`config.mk`:
```
export PLATFORM = sky130hd
export DESIGN_NAME = joy_resolve
export DESIGN_NICKNAME = d
export VERILOG_FILES = /design/src/rtl/joy_resolve.sv
export SDC_FILE = /design/constraint.sdc
export NUM_CORES = 1
export LEC_CHECK = 0
export CORE_MARGIN = 2
export CORE_UTILIZATION = 40
export CTS_CLUSTER_DIAMETER = 100
export DETAILED_ROUTE_END_ITERATION = 6
export MAX_ROUTING_LAYER = met4
export SETUP_SLACK_MARGIN = 0.1
export SLEW_MARGIN = 20
export SYNTH_ARGS = -nofsm -noshare
export SYNTH_HDL_FRONTEND = slang
export SYNTH_SLANG_ARGS = --single-unit
```
`constraint.sdc`:
```
create_clock -name clk -period 8.72 [get_ports clk]
set_clock_uncertainty 0.05 [all_clocks]
set_input_delay 0.872 -clock clk [delete_from_list [all_inputs] [get_ports clk]]
set_output_delay 0.872 -clock clk [all_outputs]
set_load 0.01 [all_outputs]
```
`src/rtl/joy_resolve.sv`:
```
// joy_resolve: per-channel joystick conditioning.
// Each direction and fire bit is synchronised, debounced and registered.
// Opposite directions on one axis are resolved according to mode.
// An optional 4-way filter suppresses diagonals.
// Optional autofire is compiled in when JOY_AUTOFIRE_EN is defined; it adds the af_en port.
module joy_resolve #(
  parameter int NUM_CH     = 2,
  parameter int DEB_CYCLES = 240,
  parameter int AF_HALF    = 1200000
) (
  input  logic                  clk,
  input  logic                  reset,
  input  logic [1:0]            mode,
  input  logic                  four_way,
  input  logic [4*NUM_CH-1:0]   dir_in,
  input  logic [NUM_CH-1:0]     fire_in,
`ifdef JOY_AUTOFIRE_EN
  input  logic [NUM_CH-1:0]     af_en,
`endif
  output logic [4*NUM_CH-1:0]   dir_out,
  output logic [NUM_CH-1:0]     fire_out
);

  // Debounced bits: directions first, then one fire bit per channel at FB + n
  localparam int NB = 5 * NUM_CH;
  localparam int FB = 4 * NUM_CH;
  localparam int CW = (DEB_CYCLES < 1) ? 1 : $clog2(DEB_CYCLES + 1);
  localparam logic [CW-1:0] DEB_LIM = CW'(DEB_CYCLES);

  logic [NB-1:0]         raw_s;
  logic [NB-1:0]         sync1_q, sync2_q;
  logic [NB-1:0]         deb_q, deb_d;
  logic [NB-1:0][CW-1:0] cnt_q, cnt_d;

  // Records: last_h 1=R / 0=L, last_v 1=U / 0=D, axis_h 1=H / 0=V
  logic [NUM_CH-1:0]     last_h_q, last_h_d;
  logic [NUM_CH-1:0]     last_v_q, last_v_d;
  logic [NUM_CH-1:0]     axis_h_q, axis_h_d;

  logic [4*NUM_CH-1:0]   dir_res_s;
  logic [NUM_CH-1:0]     fire_res_s;
  logic [4*NUM_CH-1:0]   dir_q;
  logic [NUM_CH-1:0]     fire_q;

  assign raw_s = {fire_in, dir_in};

  // Debounce: adopt the synchronised value once it has differed long enough
  always_comb begin
    for (int i = 0; i < NB; i++) begin
      deb_d[i] = deb_q[i];
      cnt_d[i] = '0;
      if (sync2_q[i] != deb_q[i]) begin
        if (cnt_q[i] >= DEB_LIM) begin
          deb_d[i] = sync2_q[i];
          cnt_d[i] = '0;
        end else begin
          cnt_d[i] = cnt_q[i] + CW'(1);
        end
      end else begin
        cnt_d[i] = '0;
      end
    end
  end

  // Rising-edge records and opposite-direction / 4-way resolution
  always_comb begin : resolve_p
    logic rr, rl, rd, ru;
    logic hr, hl, vd, vu;
    dir_res_s = '0;
    last_h_d  = last_h_q;
    last_v_d  = last_v_q;
    axis_h_d  = axis_h_q;
    for (int n = 0; n < NUM_CH; n++) begin
      rr = deb_d[4*n+0] & ~deb_q[4*n+0];
      rl = deb_d[4*n+1] & ~deb_q[4*n+1];
      rd = deb_d[4*n+2] & ~deb_q[4*n+2];
      ru = deb_d[4*n+3] & ~deb_q[4*n+3];

      // A tie within an axis favours R / U
      if (rr) begin
        last_h_d[n] = 1'b1;
      end else if (rl) begin
        last_h_d[n] = 1'b0;
      end else begin
        last_h_d[n] = last_h_q[n];
      end
      if (ru) begin
        last_v_d[n] = 1'b1;
      end else if (rd) begin
        last_v_d[n] = 1'b0;
      end else begin
        last_v_d[n] = last_v_q[n];
      end
      // A tie between axes favours H
      if (rr | rl) begin
        axis_h_d[n] = 1'b1;
      end else if (ru | rd) begin
        axis_h_d[n] = 1'b0;
      end else begin
        axis_h_d[n] = axis_h_q[n];
      end

      hr = deb_q[4*n+0];
      hl = deb_q[4*n+1];
      vd = deb_q[4*n+2];
      vu = deb_q[4*n+3];

      if (hr && hl) begin
        case (mode)
          2'b00:   begin hr = last_h_q[n];  hl = ~last_h_q[n]; end
          2'b01:   begin hr = ~last_h_q[n]; hl = last_h_q[n];  end
          2'b10:   begin hr = 1'b0;         hl = 1'b0;         end
          default: begin hr = 1'b1;         hl = 1'b1;         end
        endcase
      end else begin
        hr = deb_q[4*n+0];
        hl = deb_q[4*n+1];
      end
      if (vu && vd) begin
        case (mode)
          2'b00:   begin vu = last_v_q[n];  vd = ~last_v_q[n]; end
          2'b01:   begin vu = ~last_v_q[n]; vd = last_v_q[n];  end
          2'b10:   begin vu = 1'b0;         vd = 1'b0;         end
          default: begin vu = 1'b1;         vd = 1'b1;         end
        endcase
      end else begin
        vu = deb_q[4*n+3];
        vd = deb_q[4*n+2];
      end

      // Diagonal in 4-way: keep only the axis that moved most recently
      if (four_way && (mode != 2'b11) && (hr | hl) && (vu | vd)) begin
        if (axis_h_q[n]) begin
          vu = 1'b0;
          vd = 1'b0;
        end else begin
          hr = 1'b0;
          hl = 1'b0;
        end
      end else begin
        hr = hr;
        hl = hl;
      end

      dir_res_s[4*n +: 4] = {vu, vd, hl, hr};
    end
  end

`ifdef JOY_AUTOFIRE_EN
  localparam int AW = (AF_HALF <= 1) ? 1 : $clog2(AF_HALF);
  localparam logic [AW-1:0] AF_LIM = AW'(AF_HALF - 1);

  logic [NUM_CH-1:0]         phase_q, phase_d;
  logic [NUM_CH-1:0][AW-1:0] af_cnt_q, af_cnt_d;

  // Autofire phase: first shot on press, toggle every AF_HALF, idle when released
  always_comb begin
    for (int n = 0; n < NUM_CH; n++) begin
      phase_d[n]  = phase_q[n];
      af_cnt_d[n] = '0;
      if (!deb_d[FB+n]) begin
        phase_d[n]  = 1'b0;
        af_cnt_d[n] = '0;
      end else if (!deb_q[FB+n]) begin
        phase_d[n]  = 1'b1;
        af_cnt_d[n] = '0;
      end else if (af_cnt_q[n] == AF_LIM) begin
        phase_d[n]  = ~phase_q[n];
        af_cnt_d[n] = '0;
      end else begin
        af_cnt_d[n] = af_cnt_q[n] + AW'(1);
      end
      fire_res_s[n] = deb_q[FB+n] & (af_en[n] ? phase_q[n] : 1'b1);
    end
  end

  // Autofire state registers
  always_ff @(posedge clk or posedge reset) begin
    if (reset) begin
      phase_q  <= '0;
      af_cnt_q <= '0;
    end else begin
      phase_q  <= phase_d;
      af_cnt_q <= af_cnt_d;
    end
  end
`else
  logic unused_af_s;
  assign unused_af_s = (AF_HALF != 0);

  // Plain fire: debounced value straight to the output register
  always_comb begin
    fire_res_s = deb_q[FB +: NUM_CH];
  end
`endif

  // Synchronisers, debounce state, records and registered outputs
  always_ff @(posedge clk or posedge reset) begin
    if (reset) begin
      sync1_q  <= '0;
      sync2_q  <= '0;
      deb_q    <= '0;
      cnt_q    <= '0;
      last_h_q <= '1;
      last_v_q <= '1;
      axis_h_q <= '1;
      dir_q    <= '0;
      fire_q   <= '0;
    end else begin
      sync1_q  <= raw_s;
      sync2_q  <= sync1_q;
      deb_q    <= deb_d;
      cnt_q    <= cnt_d;
      last_h_q <= last_h_d;
      last_v_q <= last_v_d;
      axis_h_q <= axis_h_d;
      dir_q    <= dir_res_s;
      fire_q   <= fire_res_s;
    end
  end

  assign dir_out  = dir_q;
  assign fire_out = fire_q;

endmodule

```
==> run summary, run 1 <==
peak supply drop = 0.1403 mV
antenna violations before repair = 0
status = finished clean
final critical-path required period = 2.280 ns
Comb pwr share = 0.036
clock share of power = 0.510
DIE AREA = 14020 sq um
Die X = 118.4 um
multi-input logic area = 2002 sq um
num rows = 41
Post-synth top flop = dfrtp_1
Die Ht = 118.4 um
fmax = 438.7 MHz
I/O pins = 25
Post-synth EDFFs = 0
reg2reg start = cnt_q[61]
register area share after synthesis = 0.6036
Slew headroom = 0.4457
Post-DP Area = 5692 sq um
vias in the first global route = 3439
warnings from Yosys = 0
Total Routing Usage GR = 0.1510
Post-synth ARST share = 1.000
crit path cell chain = clkdlybuf4s50_1
Worst path top cell family by delay = buffers and inverters
internal power component = 1.061 mW
DR vias/cell = 5.086
total net switching power = 0.2919 mW
Finish-stage setup viols = 0
Layout Cells excl Fill = 685
switching part of the total = 0.2157
total grt overflow = 0
Req. time, crit path = 7.80 ns
Critical-path top delay cell = clkdlybuf4s50_1
WS Path Type = reg -> out
# DRC = 0
CTS tree = done
crit path launch = dir_out[7]
worst hold stages = 0
max-cap violations = 0
RSZ-0062 raised after global routing = false
Hold Vio Cnt, Final = 0
syn_nets = 483
placer congestion estimate = 0.7686
port buffer count = 24
H-tree depth = 4
pwr dens = 215.5 nW/um^2
largest net degree at the start of global routing = 70
Pleak = 2.735 nW
hold_ws = 0.2978 ns
Inst Count DP = 653
area leader, netlist = dfrtp_1
Max Slew Vio Count = 0
synthesis-stage register bit count = 126
Core ar. = 12720 sq um
Mapped Area = 5236 sq um
clk sink count = 126
Post-synth top cells = dfrtp_1 (120), nor2_1 (51), nand3_1 (29), a21oi_1 (24), o21ai_0 (24)
first-pass GRT wire length = 16.18 mm
post-DP HPWL = 6.283 mm
R2R depth = 3
clock slew at reported path FFs = 0.05 ns
filler instances = 1191
post-synth top area share = 0.5735
Root Driver = clkbuf_16
hold path start = sync1_q[3]
drt pass-1 iters = 4
Buf/Inv on CP = 1
initial core utilization = 0.4116
arrival time at the worst endpoint = 1.36 ns
Syn Inst Count = 458
synth top area cells = dfrtp_1 (57%), xnor2_1 (3.7%), xor2_1 (3.7%)
reg2reg end = axis_h_q[1]
Post-CTS Setup Repair Bufs = 0
via count = 3484
worst-case clock buffer depth = 2
CP peak stage delay = 0.57 ns
fin area = 6277 sq um
P&R area growth vs syn = 19.88%
CTS Hold Buffers Added = 0
clk_lat worst skew = 0.42 ns
# diodes = 0
Hold EP = sync2_q[3]
Hold WC Path Type = reg -> reg
CTS Buf Count = 17
post-detailed-route wirelength per cell = 13.49 um
Avg Cell Area, Syn = 11.43 sq um
Worst R2R Setup Slack = 7.25 ns
Final nets = 525
post-route setup TNS = 0 ns
Register Area = 3161 sq um
layout cells sized above 1 = 0.1228
Starting DRT DRC Count = 185
crit share post-route = 0.2614
crit start category = flop
Seq pwr share = 0.455
ANT nets after route = 0
Detailed Route WL = 9.240 mm
Synth cell types = 35
Worst Setup End Kind = output port
total power = 1.353 mW
PostCTS Resize Cnt = 0
cell with the most instances after synthesis = dfrtp_1
crit-path max FO = 1
measured slew at the worst slew-check pin = 0.8314 ns
[metal layers]
metal,vias up,routed length (um),share of wire,global-route usage
li1,1703,-,-,-
met1,1724,4380,0.47,0.1882
met2,45,4351,0.47,0.2182
met3,12,337,0.036,0.05357
met4,0,170,0.018,0.07515
met5,-,0,0,-
[cells by family (layout without fill, tap and decap cells)]
logic type | Yosys count | after routing | share of synthesized area
and+or+nand+nor | 168 | 168 | 0.1620
muxes | 10 | 10 | 0.02151
DFF | 126 | 126 | 0.6036
buffers and inverters | 19 | 74 | 0.01410
xor gates and xnor gates | 44 | 44 | 0.07359
adders and majority gates | 10 | 10 | 0.02389
AOI/OAI and AO/OA | 81 | 81 | 0.1013
[state kept, by name, indices dropped and copies added (netlist names)]
name	cells
axis_h_q	2
cnt_q	80
deb_q	10
dir_out	8
fire_out	2
last_h_q	2
last_v_q	2
sync1_q	10
sync2_q	10
[power groups by stage]
stage / sequential, mW / combinational, mW / clock [mW]
final: 0.615 / 0.0482 / 0.689
after global routing: 0.617 / 0.0564 / 0.735
after CTS: 0.615 / 0.0500 / 0.705
after detailed placement: 0.625 / 0.0498 / 0
after global placement: 0.624 / 0.0481 / 0
after floorplan: 0.622 / 0.0334 / 0
[stage by stage]
| step | utilization | setup WS, ns |
|---|---|---|
| 6_report | 0.4934 | 6.440 |
| 3_3_place_gp | 0.4474 | 5.940 |
| 2_1_floorplan | - | 4.452 |
| 5_1_grt | 0.4934 | 6.137 |
| 4_1_cts | 0.4934 | 6.366 |
| 3_5_place_dp | 0.4474 | 5.913 |
[layout by cell type, fill, tap and decap left out, types with 3 or more instances in the layout]
cell type	n
o21a_1	3
clkbuf_8	3
mux2_2	10
a221oi_1	4
o21ba_2	9
clkinv_2	5
ha_1	10
nor2b_1	3
a41oi_1	3
clkdlybuf4s50_1	24
o21ai_0	24
dfrtp_1	120
clkinvlp_4	4
and3_1	9
a21oi_1	24
nor2_1	51
clkbuf_16	17
nor3b_1	4
o21bai_1	3
or3_1	21
nand4_1	17
xnor2_1	22
nor3_1	4
dfstp_2	6
nand3_1	29
nand2_1	23
o31ai_1	3
xor2_1	22
inv_1	16
[layout make-up]
class / instances / share of cell area
inverter: 17 / 0.01056
clock buffer: 21 / 0.07495
tap: 172 / 0.03428
timing repair buffer: 25 / 0.03947
sequential: 126 / 0.5035
clock inverter: 11 / 0.01834
multi-input combinational: 313 / 0.3189
[how the worst max path moves through the flow]
stage | slack (ns) | cells after the start | end
after global placement | 5.94 | 3 | cnt_q[18]
after detailed placement | 5.91 | 3 | cnt_q[22]
after global routing | 6.14 | 3 | cnt_q[62]
final | 6.44 | 1 | dir_out[7]
after CTS | 6.37 | 3 | cnt_q[63]
after floorplan | 4.45 | 1 | cnt_q[0]
(Power assumes the default switching activity.)
==> inputs of run 2 (changes only) <==
Clock period 8.72 ns to 2.15 ns, I/O delays scaled along.
==> run summary, run 2 (synthesized netlist as in run 1, its figures left out) <==
largest net degree at the start of global routing = 40
Final nets = 528
max-cap violations = 0
CTS Hold Buffers Added = 0
RSZ-0062 raised after global routing = false
crit-path max FO = 1
Req. time, crit path = 1.88 ns
Root Driver = clkbuf_16
internal power component = 4.639 mW
CTS Buf Count = 17
hold_ws = 0.1362 ns
commonest non-fill, non-tap cell in the layout = dfrtp_1
PostCTS Resize Cnt = 0
clk_lat worst skew = 0.41 ns
measured slew at the worst slew-check pin = 0.5808 ns
crit path cell chain = clkdlybuf4s50_1
Finish-stage setup viols = 0
placer congestion estimate = 0.7675
crit share post-route = 0.7307
Worst path top cell family by delay = buffers and inverters
Die X = 118.4 um
DIE AREA = 14020 sq um
Seq pwr share = 0.430
Worst R2R Setup Slack = 0.70 ns
Detailed Route WL = 8.971 mm
R2R depth = 3
num rows = 41
arrival time at the worst endpoint = 1.31 ns
# DRC = 0
switching part of the total = 0.1999
fmax = 636.5 MHz
vias in the first global route = 3481
largest register by flop count = cnt_q
Hold Vio Cnt, Final = 0
initial core utilization = 0.4116
total grt overflow = 0
Total Routing Usage GR = 0.1460
Critical-path top delay cell = clkdlybuf4s50_1
final core utilization = 0.5022
first-pass GRT wire length = 15.83 mm
DR vias/cell = 4.994
via count = 3436
antenna violations before repair = 0
Largest register FFs = 80
post-DP HPWL = 6.270 mm
ANT nets after route = 0
Starting DRT DRC Count = 218
total net switching power = 1.159 mW
Inst Count DP = 656
reg2reg start = cnt_q[52]
layout cells sized above 1 = 0.1260
drt pass-1 iters = 6
port buffer count = 24
Comb pwr share = 0.036
final critical-path required period = 1.571 ns
Buf/Inv on CP = 1
# diodes = 0
status = finished clean
most frequent cells in the layout = dfrtp_1 (120), nor2_1 (51), nand3_1 (29)
Worst Setup End Kind = output port
Die Ht = 118.4 um
total power = 5.798 mW
I/O pins = 25
Hold WC Path Type = in -> async
P&R area growth vs syn = 22.01%
Pleak = 2.783 nW
Layout Cells excl Fill = 688
Slew headroom = 0.6116
Post-CTS Setup Repair Bufs = 0
pwr dens = 907.5 nW/um^2
crit start category = flop
clock slew at reported path FFs = 0.05 ns
peak supply drop = 0.5696 mV
worst-case clock buffer depth = 2
clk sink count = 126
CTS tree = done
CP peak stage delay = 0.54 ns
clock share of power = 0.534
Max Slew Vio Count = 0
WS Path Type = reg -> out
H-tree depth = 4
reg2reg end = axis_h_q[1]
Core ar. = 12720 sq um
post-route setup TNS = 0 ns
post-detailed-route wirelength per cell = 13.04 um
-- run 2: cell count changes in the layout (fill, tap and decap cells not counted), sizes merged --
cell    previous run  this run
inv               17        16
bufinv             2         5
buf                1         4
clkinv             5         3
-- run 2: worst max-delay path by stage --
stage,from,endpoint,cells past startpoint
finish,dir_out[0],dir_out[0],1
global route,dir_out[7],dir_out[7],1
CTS,dir_out[7],dir_out[7],1
detailed placement,mode[0],dir_out[4],4
global placement,mode[0],dir_out[4],4
floorplan,reset,cnt_q[0],1
-- run 2: final cells by class --
type	instances	area [sq um]
tap	172	215.2
inverter	17	67.56
fill	1160	6334
timing repair buffer	28	295.3
sequential	126	3161
multi-input combinational	313	2002
clock buffer	21	460.4
clock inverter	11	187.7
-- run 2: power groups by stage --
| stage | logic (mW) | registers (mW) | clock network, mW |
|---|---|---|---|
| global route | 0.245 | 2.50 | 3.27 |
| CTS | 0.216 | 2.49 | 3.18 |
| finish | 0.207 | 2.49 | 3.10 |
| detailed placement | 0.212 | 2.53 | 0 |
| floorplan | 0.136 | 2.52 | 0 |
| global placement | 0.206 | 2.53 | 0 |
-- run 2: through the flow --
| step | instance area (sq um) | setup WS, ns |
|---|---|---|
| after floorplan | 5240 | 0.3366 |
| after global placement | 5741 | 0.3457 |
| after detailed placement | 5741 | 0.2929 |
| after CTS | 6389 | 0.5389 |
| after global routing | 6389 | 0.5231 |
| final | 6389 | 0.5789 |
-- run 2: metal layers --
layer | vias to the layer above | GRT usage | share of wire
met1 | 1668 | 0.1782 | 0.47
met3 | 19 | 0.04102 | 0.034
met2 | 42 | 0.2229 | 0.47
li1 | 1707 | - | -
met4 | 0 | 0.07366 | 0.025
met5 | - | - | 0
